--- src/rtl/bch_chien_search_serial_pkg.sv ---
// rtl/bch_chien_search_serial_pkg.sv - shared BCH field parameters, types and GF(2^m) helpers
package bch_chien_search_serial_pkg;

   localparam int M      = 4;
   localparam int D      = 7;
   localparam int T      = (D - 1) / 2;
   localparam int IRRPOL = 19;
   localparam int PTR_W  = 2;
   localparam int NUM_W  = $clog2(T + 1);
   localparam int GF_Q   = (1 << M) - 1;

   typedef logic [M-1:0]     data_t;
   typedef logic [PTR_W-1:0] ptr_t;
   typedef logic [NUM_W-1:0] num_t;

   localparam data_t IRR_LOW = data_t'(IRRPOL);

   function automatic data_t gf_mult_a_by_b(input data_t a, input data_t b);
      data_t p;
      data_t aa;
      p  = '0;
      aa = a;
      for (int i = 0; i < M; i++) begin
         if (b[i]) p = p ^ aa;
         aa = aa[M-1] ? ({aa[M-2:0], 1'b0} ^ IRR_LOW) : {aa[M-2:0], 1'b0};
      end
      return p;
   endfunction

   function automatic data_t gf_alpha_pow(input int e);
      data_t r;
      r = data_t'(1);
      for (int i = 0; i < e % GF_Q; i++) r = gf_mult_a_by_b(r, data_t'(2));
      return r;
   endfunction

endpackage

--- src/rtl/bch_chien_search_serial_if.sv ---
// rtl/bch_chien_search_serial_if.sv - locator polynomial input and error flag stream bundle
interface bch_chien_search_serial_if;
   import bch_chien_search_serial_pkg::*;

   logic  iloc_poly_val;
   data_t iloc_poly [0:T];
   ptr_t  iloc_poly_ptr;
   logic  iloc_decfail;
   logic  ordy;
   logic  oerr_val;
   logic  oerr_sop;
   logic  oerr_eop;
   logic  oerr;
   ptr_t  oerr_ptr;
   num_t  oerr_num;
   logic  odecfail;

   modport slave (
      input  iloc_poly_val, iloc_poly, iloc_poly_ptr, iloc_decfail,
      output ordy, oerr_val, oerr_sop, oerr_eop, oerr, oerr_ptr, oerr_num, odecfail
   );

   modport master (
      output iloc_poly_val, iloc_poly, iloc_poly_ptr, iloc_decfail,
      input  ordy, oerr_val, oerr_sop, oerr_eop, oerr, oerr_ptr, oerr_num, odecfail
   );

endinterface

--- src/rtl/bch_chien_search_serial_cell.sv ---
// rtl/bch_chien_search_serial_cell.sv - one Chien term: pre-scaled load, then constant alpha^i step
module bch_chien_cell
   import bch_chien_search_serial_pkg::*;
#(
   parameter data_t SCALE = '0,
   parameter data_t STEP  = '0
) (
   input  logic  iclk,
   input  logic  iload,
   input  logic  ien,
   input  data_t icoef,
   output data_t ocoef
);

   data_t coef_q;

   always_ff @(posedge iclk) begin
      if (iload) begin
         coef_q <= gf_mult_a_by_b(icoef, SCALE);
      end else if (ien) begin
         coef_q <= gf_mult_a_by_b(coef_q, STEP);
      end
   end

   assign ocoef = coef_q;

endmodule

--- src/rtl/bch_chien_search_serial.sv ---
// rtl/bch_chien_search_serial.sv - serial Chien search, one codeword position per clock, n-1 first
module bch_chien_search_serial
   import bch_chien_search_serial_pkg::*;
#(
   parameter int n = 15
) (
   input logic                      iclk,
   input logic                      ireset_n,
   bch_chien_search_serial_if.slave bus
);

   localparam logic [0:0] ST_IDLE = 1'b0;
   localparam logic [0:0] ST_RUN  = 1'b1;
   localparam int POS_W = $clog2(n + 1);
   localparam logic [POS_W-1:0] POS_TOP = POS_W'(n - 1);
   localparam num_t T_NUM = num_t'(T);

   logic [0:0]       state;
   logic [POS_W-1:0] pos;
   ptr_t             ptr_q, oerr_ptr_q;
   logic             decfail_q, zero_q;
   num_t             deg_q, cnt_q, oerr_num_q;
   logic             val_q, sop_q, eop_q, err_q, odecfail_q;

   logic  accept, run, root, hit, last, zero_in;
   num_t  deg_in, cnt_next;
   data_t sum;
   data_t coef [0:T];

   assign accept = bus.iloc_poly_val & (state == ST_IDLE);
   assign run    = (state == ST_RUN);

   // Load scaling alpha^(i*(2^m-n)) makes the first evaluated point alpha^-(n-1).
   for (genvar gi = 0; gi <= T; gi++) begin : g_cell
      bch_chien_cell #(
         .SCALE(gf_alpha_pow(gi * (GF_Q - (n - 1)))),
         .STEP (gf_alpha_pow(gi))
      ) u_cell (
         .iclk (iclk),
         .iload(accept),
         .ien  (run),
         .icoef(bus.iloc_poly[gi]),
         .ocoef(coef[gi])
      );
   end

   always_comb begin
      sum = '0;
      for (int i = 0; i <= T; i++) sum = sum ^ coef[i];
      deg_in  = '0;
      zero_in = 1'b1;
      for (int i = 0; i <= T; i++) begin
         if (bus.iloc_poly[i] != '0) begin
            deg_in  = num_t'(i);
            zero_in = 1'b0;
         end
      end
   end

   // An all-zero polynomial "hits" everywhere, so it never counts as a root.
   assign root     = (sum == '0);
   assign hit      = root & ~zero_q;
   assign cnt_next = (hit && cnt_q != T_NUM) ? cnt_q + 1'b1 : cnt_q;
   assign last     = (pos == '0);

   always_ff @(posedge iclk) begin
      if (!ireset_n) begin
         state      <= ST_IDLE;
         pos        <= '0;
         ptr_q      <= '0;
         oerr_ptr_q <= '0;
         decfail_q  <= 1'b0;
         zero_q     <= 1'b0;
         deg_q      <= '0;
         cnt_q      <= '0;
         val_q      <= 1'b0;
         sop_q      <= 1'b0;
         eop_q      <= 1'b0;
         err_q      <= 1'b0;
         oerr_num_q <= '0;
         odecfail_q <= 1'b0;
      end else begin
         val_q      <= 1'b0;
         sop_q      <= 1'b0;
         eop_q      <= 1'b0;
         err_q      <= 1'b0;
         oerr_num_q <= '0;
         odecfail_q <= 1'b0;
         if (state == ST_IDLE) begin
            if (accept) begin
               state     <= ST_RUN;
               ptr_q     <= bus.iloc_poly_ptr;
               decfail_q <= bus.iloc_decfail;
               zero_q    <= zero_in;
               deg_q     <= deg_in;
               cnt_q     <= '0;
               pos       <= POS_TOP;
            end
         end else begin
            val_q <= 1'b1;
            sop_q <= (pos == POS_TOP);
            eop_q <= last;
            err_q <= root & ~zero_q & ~decfail_q;
            cnt_q <= cnt_next;
            pos   <= pos - 1'b1;
            if (pos == POS_TOP) oerr_ptr_q <= ptr_q;
            if (last) begin
               oerr_num_q <= cnt_next;
               odecfail_q <= decfail_q | zero_q | (cnt_next != deg_q);
               state      <= ST_IDLE;
            end
         end
      end
   end

   assign bus.ordy     = (state == ST_IDLE);
   assign bus.oerr_val = val_q;
   assign bus.oerr_sop = sop_q;
   assign bus.oerr_eop = eop_q;
   assign bus.oerr     = err_q;
   assign bus.oerr_ptr = oerr_ptr_q;
   assign bus.oerr_num = oerr_num_q;
   assign bus.odecfail = odecfail_q;

endmodule

--- src/flat_wrapper.sv ---
// flat-port wrapper written by rule: the top's interface ports become plain ports
module bch_chien_search_serial_flat import bch_chien_search_serial_pkg::*;
#(
   parameter int n = 15
)
  (iclk, ireset_n, bus_iloc_poly_val, bus_iloc_poly, bus_iloc_poly_ptr, bus_iloc_decfail, bus_ordy, bus_oerr_val, bus_oerr_sop, bus_oerr_eop, bus_oerr, bus_oerr_ptr, bus_oerr_num, bus_odecfail);
  bch_chien_search_serial_if bus_i ();
  input logic iclk;
  input logic ireset_n;
  input wire logic [$bits(bus_i.iloc_poly_val)-1:0] bus_iloc_poly_val;
  input wire logic [$bits(bus_i.iloc_poly)-1:0] bus_iloc_poly;
  input wire logic [$bits(bus_i.iloc_poly_ptr)-1:0] bus_iloc_poly_ptr;
  input wire logic [$bits(bus_i.iloc_decfail)-1:0] bus_iloc_decfail;
  output wire logic [$bits(bus_i.ordy)-1:0] bus_ordy;
  output wire logic [$bits(bus_i.oerr_val)-1:0] bus_oerr_val;
  output wire logic [$bits(bus_i.oerr_sop)-1:0] bus_oerr_sop;
  output wire logic [$bits(bus_i.oerr_eop)-1:0] bus_oerr_eop;
  output wire logic [$bits(bus_i.oerr)-1:0] bus_oerr;
  output wire logic [$bits(bus_i.oerr_ptr)-1:0] bus_oerr_ptr;
  output wire logic [$bits(bus_i.oerr_num)-1:0] bus_oerr_num;
  output wire logic [$bits(bus_i.odecfail)-1:0] bus_odecfail;
  assign bus_i.iloc_poly_val = bus_iloc_poly_val;
  assign bus_i.iloc_poly = {>>{bus_iloc_poly}};
  assign bus_i.iloc_poly_ptr = bus_iloc_poly_ptr;
  assign bus_i.iloc_decfail = bus_iloc_decfail;
  assign bus_ordy = bus_i.ordy;
  assign bus_oerr_val = bus_i.oerr_val;
  assign bus_oerr_sop = bus_i.oerr_sop;
  assign bus_oerr_eop = bus_i.oerr_eop;
  assign bus_oerr = bus_i.oerr;
  assign bus_oerr_ptr = bus_i.oerr_ptr;
  assign bus_oerr_num = bus_i.oerr_num;
  assign bus_odecfail = bus_i.odecfail;
  bch_chien_search_serial #(.n(n)) u_core (.iclk(iclk), .ireset_n(ireset_n), .bus(bus_i));
endmodule
--- config.mk ---
export PLATFORM = sky130hd
export DESIGN_NAME = bch_chien_search_serial_flat
export DESIGN_NICKNAME = d
export VERILOG_FILES = /design/src/rtl/bch_chien_search_serial_pkg.sv /design/src/rtl/bch_chien_search_serial_if.sv /design/src/rtl/bch_chien_search_serial_cell.sv /design/src/rtl/bch_chien_search_serial.sv /design/src/flat_wrapper.sv
export SDC_FILE = /design/constraint.sdc
export NUM_CORES = 1
export LEC_CHECK = 0
export CORE_AREA = 2 2 60 62
export CTS_CLUSTER_SIZE = 28
export DETAILED_ROUTE_END_ITERATION = 6
export DIE_AREA = 0 0 62 64
export DONT_BUFFER_PORTS = 1
export GPL_ROUTABILITY_DRIVEN = 0
export GPL_TIMING_DRIVEN = 0
export PLACE_DENSITY_LB_ADDON = 0.08
export SYNTH_ARGS = -nofsm -noshare
export SYNTH_HDL_FRONTEND = slang
export SYNTH_SLANG_ARGS = --single-unit
--- constraint.sdc ---
create_clock -name iclk -period 2 [get_ports iclk]
set_clock_uncertainty 0.15 [all_clocks]
set_input_delay 0.6 -clock iclk [delete_from_list [all_inputs] [get_ports iclk]]
set_output_delay 0.6 -clock iclk [all_outputs]
set_load 0.1 [all_outputs]
==> results.toml <==
[worst_setup_path]
critPathSlowestCell = "edfxtp_1"
rr_worst_depth = 7
worst-path-buf-inv = 1
crit_arrival_ns = 2.13
critPathLaunchType = "flop"
rr_startpoint = "u_core.g_cell[2].u_cell.ocoef[0]$_DFFE_PP_"
critical_path.max_stage_delay_ns = 0.46
reg2reg_to = "u_core.bus.odecfail$_SDFF_PN0_"
cp.required_ns = 2.13
cpMostUsedCell = "xnor2_2"
crit_type = "reg -> reg"
reg2reg_slack_ns = -0.007
crit_fanout = 5
crit_family = "XOR/XNOR gates"
cp-end-kind = "flop"
crit_path_cell_trace = "xnor2_2 -> xnor2_2 -> nor4_4 -> and2_1 -> buf_6 -> xnor3_1 -> a21oi_2"

[synthesis]
synth.distinct_cells = 33
synth_top_area_cell = "edfxtp_1"
synthCells = 169
seq_area_frac_synth_pct = 51.3
synthXorXnorAreaFrac_pct = 12.9
synth_edf_count = 16
syn_avg_cell_area_um2 = 10.6
synth_fp_nets = 196
ys_ff_latch = 38
synth_top_family_by_area = "XOR/XNOR gates"
synth_ff_type = "dfxtp_1"
synth-compound-area-share_pct = 8.36
synth_area_leaders = "edfxtp_1 27%, dfxtp_1 25%, xnor2_1 6.8%"
synthSimpleGateAreaFrac_pct = 12.5
synthAdderAreaFrac_pct = 3.48
async_reset_ff_share_pct = 0
synth_top_area_share_pct = 26.8
syn_area_mm2 = 0.00180
synthMuxAreaShare_pct = 7.67
yosysWarningCount = 0

[global_routing]
track_usage_pct = 18.8
globalRoute.totalOverflow = 0
grt_pass1_vias = 1233
grt_max_degree = 14
grt_first_pass_wirelength_mm = 5.33
antenna_found_initial = 0

[timing]
fin_crit_ns = 2.01
period_share_pct = 100
timing.fmax_ghz = 0.498
rsz0062_at_grt = "true"
drv_slew = 0
relSlewSlack_pct = 63.3
holdWs_ns = 0.198
finalHoldViolCount = 0
worst_slack_ns = -0.00679
setup_violations = 1
max_slew.worst_pin.slew_ns = 0.546

[pwr]
peakVddDrop_mv = 0.525
pwr_density_cell_mw_per_mm2 = 964
leakagePower_nw = 0.810

[job]
cap_violations = 0

[cts]
cts_hold_buf = 0
h-tree-depth = 2
cts_root_buffer = "clkbuf_4"
cts_sinks = 38
clk_path_buf_depth = 2
cts_buffers = 5
cts_tree = "built"
clk_latency_ns = 0.34
clkTransAtPathRegs_ns = 0.11

[cells_and_area]
final_common_cell = "nor2_1"
design_area_mm2 = 0.00203
mostFrequentLayoutCells = "22 x nor2_1, 16 x edfxtp_1, 12 x dfxtp_1"
area_growth_pct = 12.9
diodes = 0
drive_gt1_share_pct = 25.0
fillers = 297
fin_nets = 210

[floorplan]
design.core.area_mm2 = 0.00328
die_w_um = 62
ioPinCount = 32
start_util_pct = 54.7
dieArea_mm2 = 0.00397
rows = 21
fp.dieH_um = 64

[routing]
first_iter_violations = 24
vias_per_cell = 5.25
dr_total_vias = 1208
wirelength_mm = 3.47
firstDrtPassIters = 4
antenna_left = 0
drc_errors = 0
wl_per_cell_um = 15.1

[min_path]
hold_path_class = "in -> reg"
holdPathEnd = "u_core.g_cell[0].u_cell.ocoef[2]$_DFFE_PP_"
hold_depth = 0
hold_start = "bus_iloc_poly[14]"

[placed_design]
dpl.hpwl_mm = 2.56
portBuffers = 0
place_area_mm2 = 0.00185

[run_status]
status = "complete, but fails checks"
violations = "setup timing"
[worst max-delay path by stage]
| stage | start | end | slack [ns] | cells after the start |
|---|---|---|---|---|
| 6_report | u_core.g_cell[2].u_cell.ocoef[0]$_DFFE_PP_ | u_core.bus.odecfail$_SDFF_PN0_ | -0.007 | 7 |
| 5_1_grt | u_core.g_cell[1].u_cell.ocoef[0]$_DFFE_PP_ | u_core.bus.odecfail$_SDFF_PN0_ | -0.09 | 7 |
| 2_1_floorplan | bus_iloc_poly_val | u_core.g_cell[1].u_cell.ocoef[0]$_DFFE_PP_ | 0.04 | 4 |
| 3_5_place_dp | u_core.g_cell[2].u_cell.ocoef[2]$_DFFE_PP_ | u_core.bus.odecfail$_SDFF_PN0_ | -0.30 | 7 |
| 3_3_place_gp | bus_iloc_poly_val | u_core.g_cell[1].u_cell.ocoef[1]$_DFFE_PP_ | -0.24 | 4 |
| 4_1_cts | u_core.g_cell[3].u_cell.ocoef[0]$_DFFE_PP_ | u_core.bus.odecfail$_SDFF_PN0_ | -0.02 | 7 |
[cells in the mapped netlist (all sizes together) (2+ instances only)]
cell	n
o21ai	9
nor4	3
and2	2
mux2	6
nor2b	2
clkbuf	5
mux2i	7
dfxtp	22
a21oi	6
edfxtp	16
nor2	22
o221a	2
nand3	3
xor2	8
nand2	11
a211oi	2
nor3	2
ha	5
xnor2	15
inv	11
[per-layer routing]
layer  global-route usage, %  part of all wire [%]  wire (µm)
met3                    4.25                   4.6        158
met5                       0                     0          0
met1                    21.7                    41       1410
met2                    31.8                    53       1850
met4                    8.78                   1.6         54
[state kept, by name, summed over array words and instances, names as in the netlist, 2 cells and up]
name	count
u_core.g_cell.u_cell.ocoef	16
u_core.pos	4
u_core.bus.oerr_num	2
u_core.bus.oerr_ptr	2
u_core.cnt_q	2
u_core.deg_q	2
u_core.ptr_q	2
[timing repair]
action | CTS | global route
endpoints found under the setup margin | 15 | 10
gates resized for setup | 13 | 10
pin swaps | 1 | 1
hold endpoints to repair | 0 | 0
buffers inserted | 1 | 6
[metrics by stage]
step,std cells,utilization [%],power (mW),TNS (ns),setup slack (ns)
CTS,224,59.2,1.91,-0.0206,-0.0206
global placement,215,56.5,1.45,-2.26,-0.245
finish,230,61.7,1.95,-0.00679,-0.00679
detailed placement,215,56.5,1.48,-2.71,-0.303
floorplan,169,-,1.38,0,0.0398
global route,230,61.7,2.05,-0.158,-0.0876
[cell families (layout without fill, tap and decap cells)]
| group | count (synthesis) | in the layout |
|---|---|---|
| and+or+nand+nor | 49 | 49 |
| AOI/OAI and AO/OA | 23 | 23 |
| buffers and inverters | 17 | 32 |
| muxes | 13 | 13 |
| adders and majority gates | 5 | 5 |
| xor gates and xnor gates | 24 | 24 |
| DFF | 38 | 38 |
[area by class of cell]
cell class / instances / area [µm²] / share of cell area, %
plain buffers: 6 / 33.8 / 1.67
clock buffers: 6 / 41.3 / 2.04
clock inverters: 2 / 10.0 / 0.494
inverters: 11 / 45.0 / 2.22
multi-input cells: 114 / 853 / 42.1
flip-flops and latches: 38 / 933 / 46.0
well taps: 46 / 57.6 / 2.84
repair buffers: 7 / 52.6 / 2.59
[power breakdown]
| group | internal (mW) | total, mW | switching [mW] |
|---|---|---|---|
| combinational | 0.285 | 0.551 | 0.265 |
| sequential | 0.915 | 1.03 | 0.118 |
| clock | 0.134 | 0.371 | 0.238 |
(Power assumes the default switching activity.)
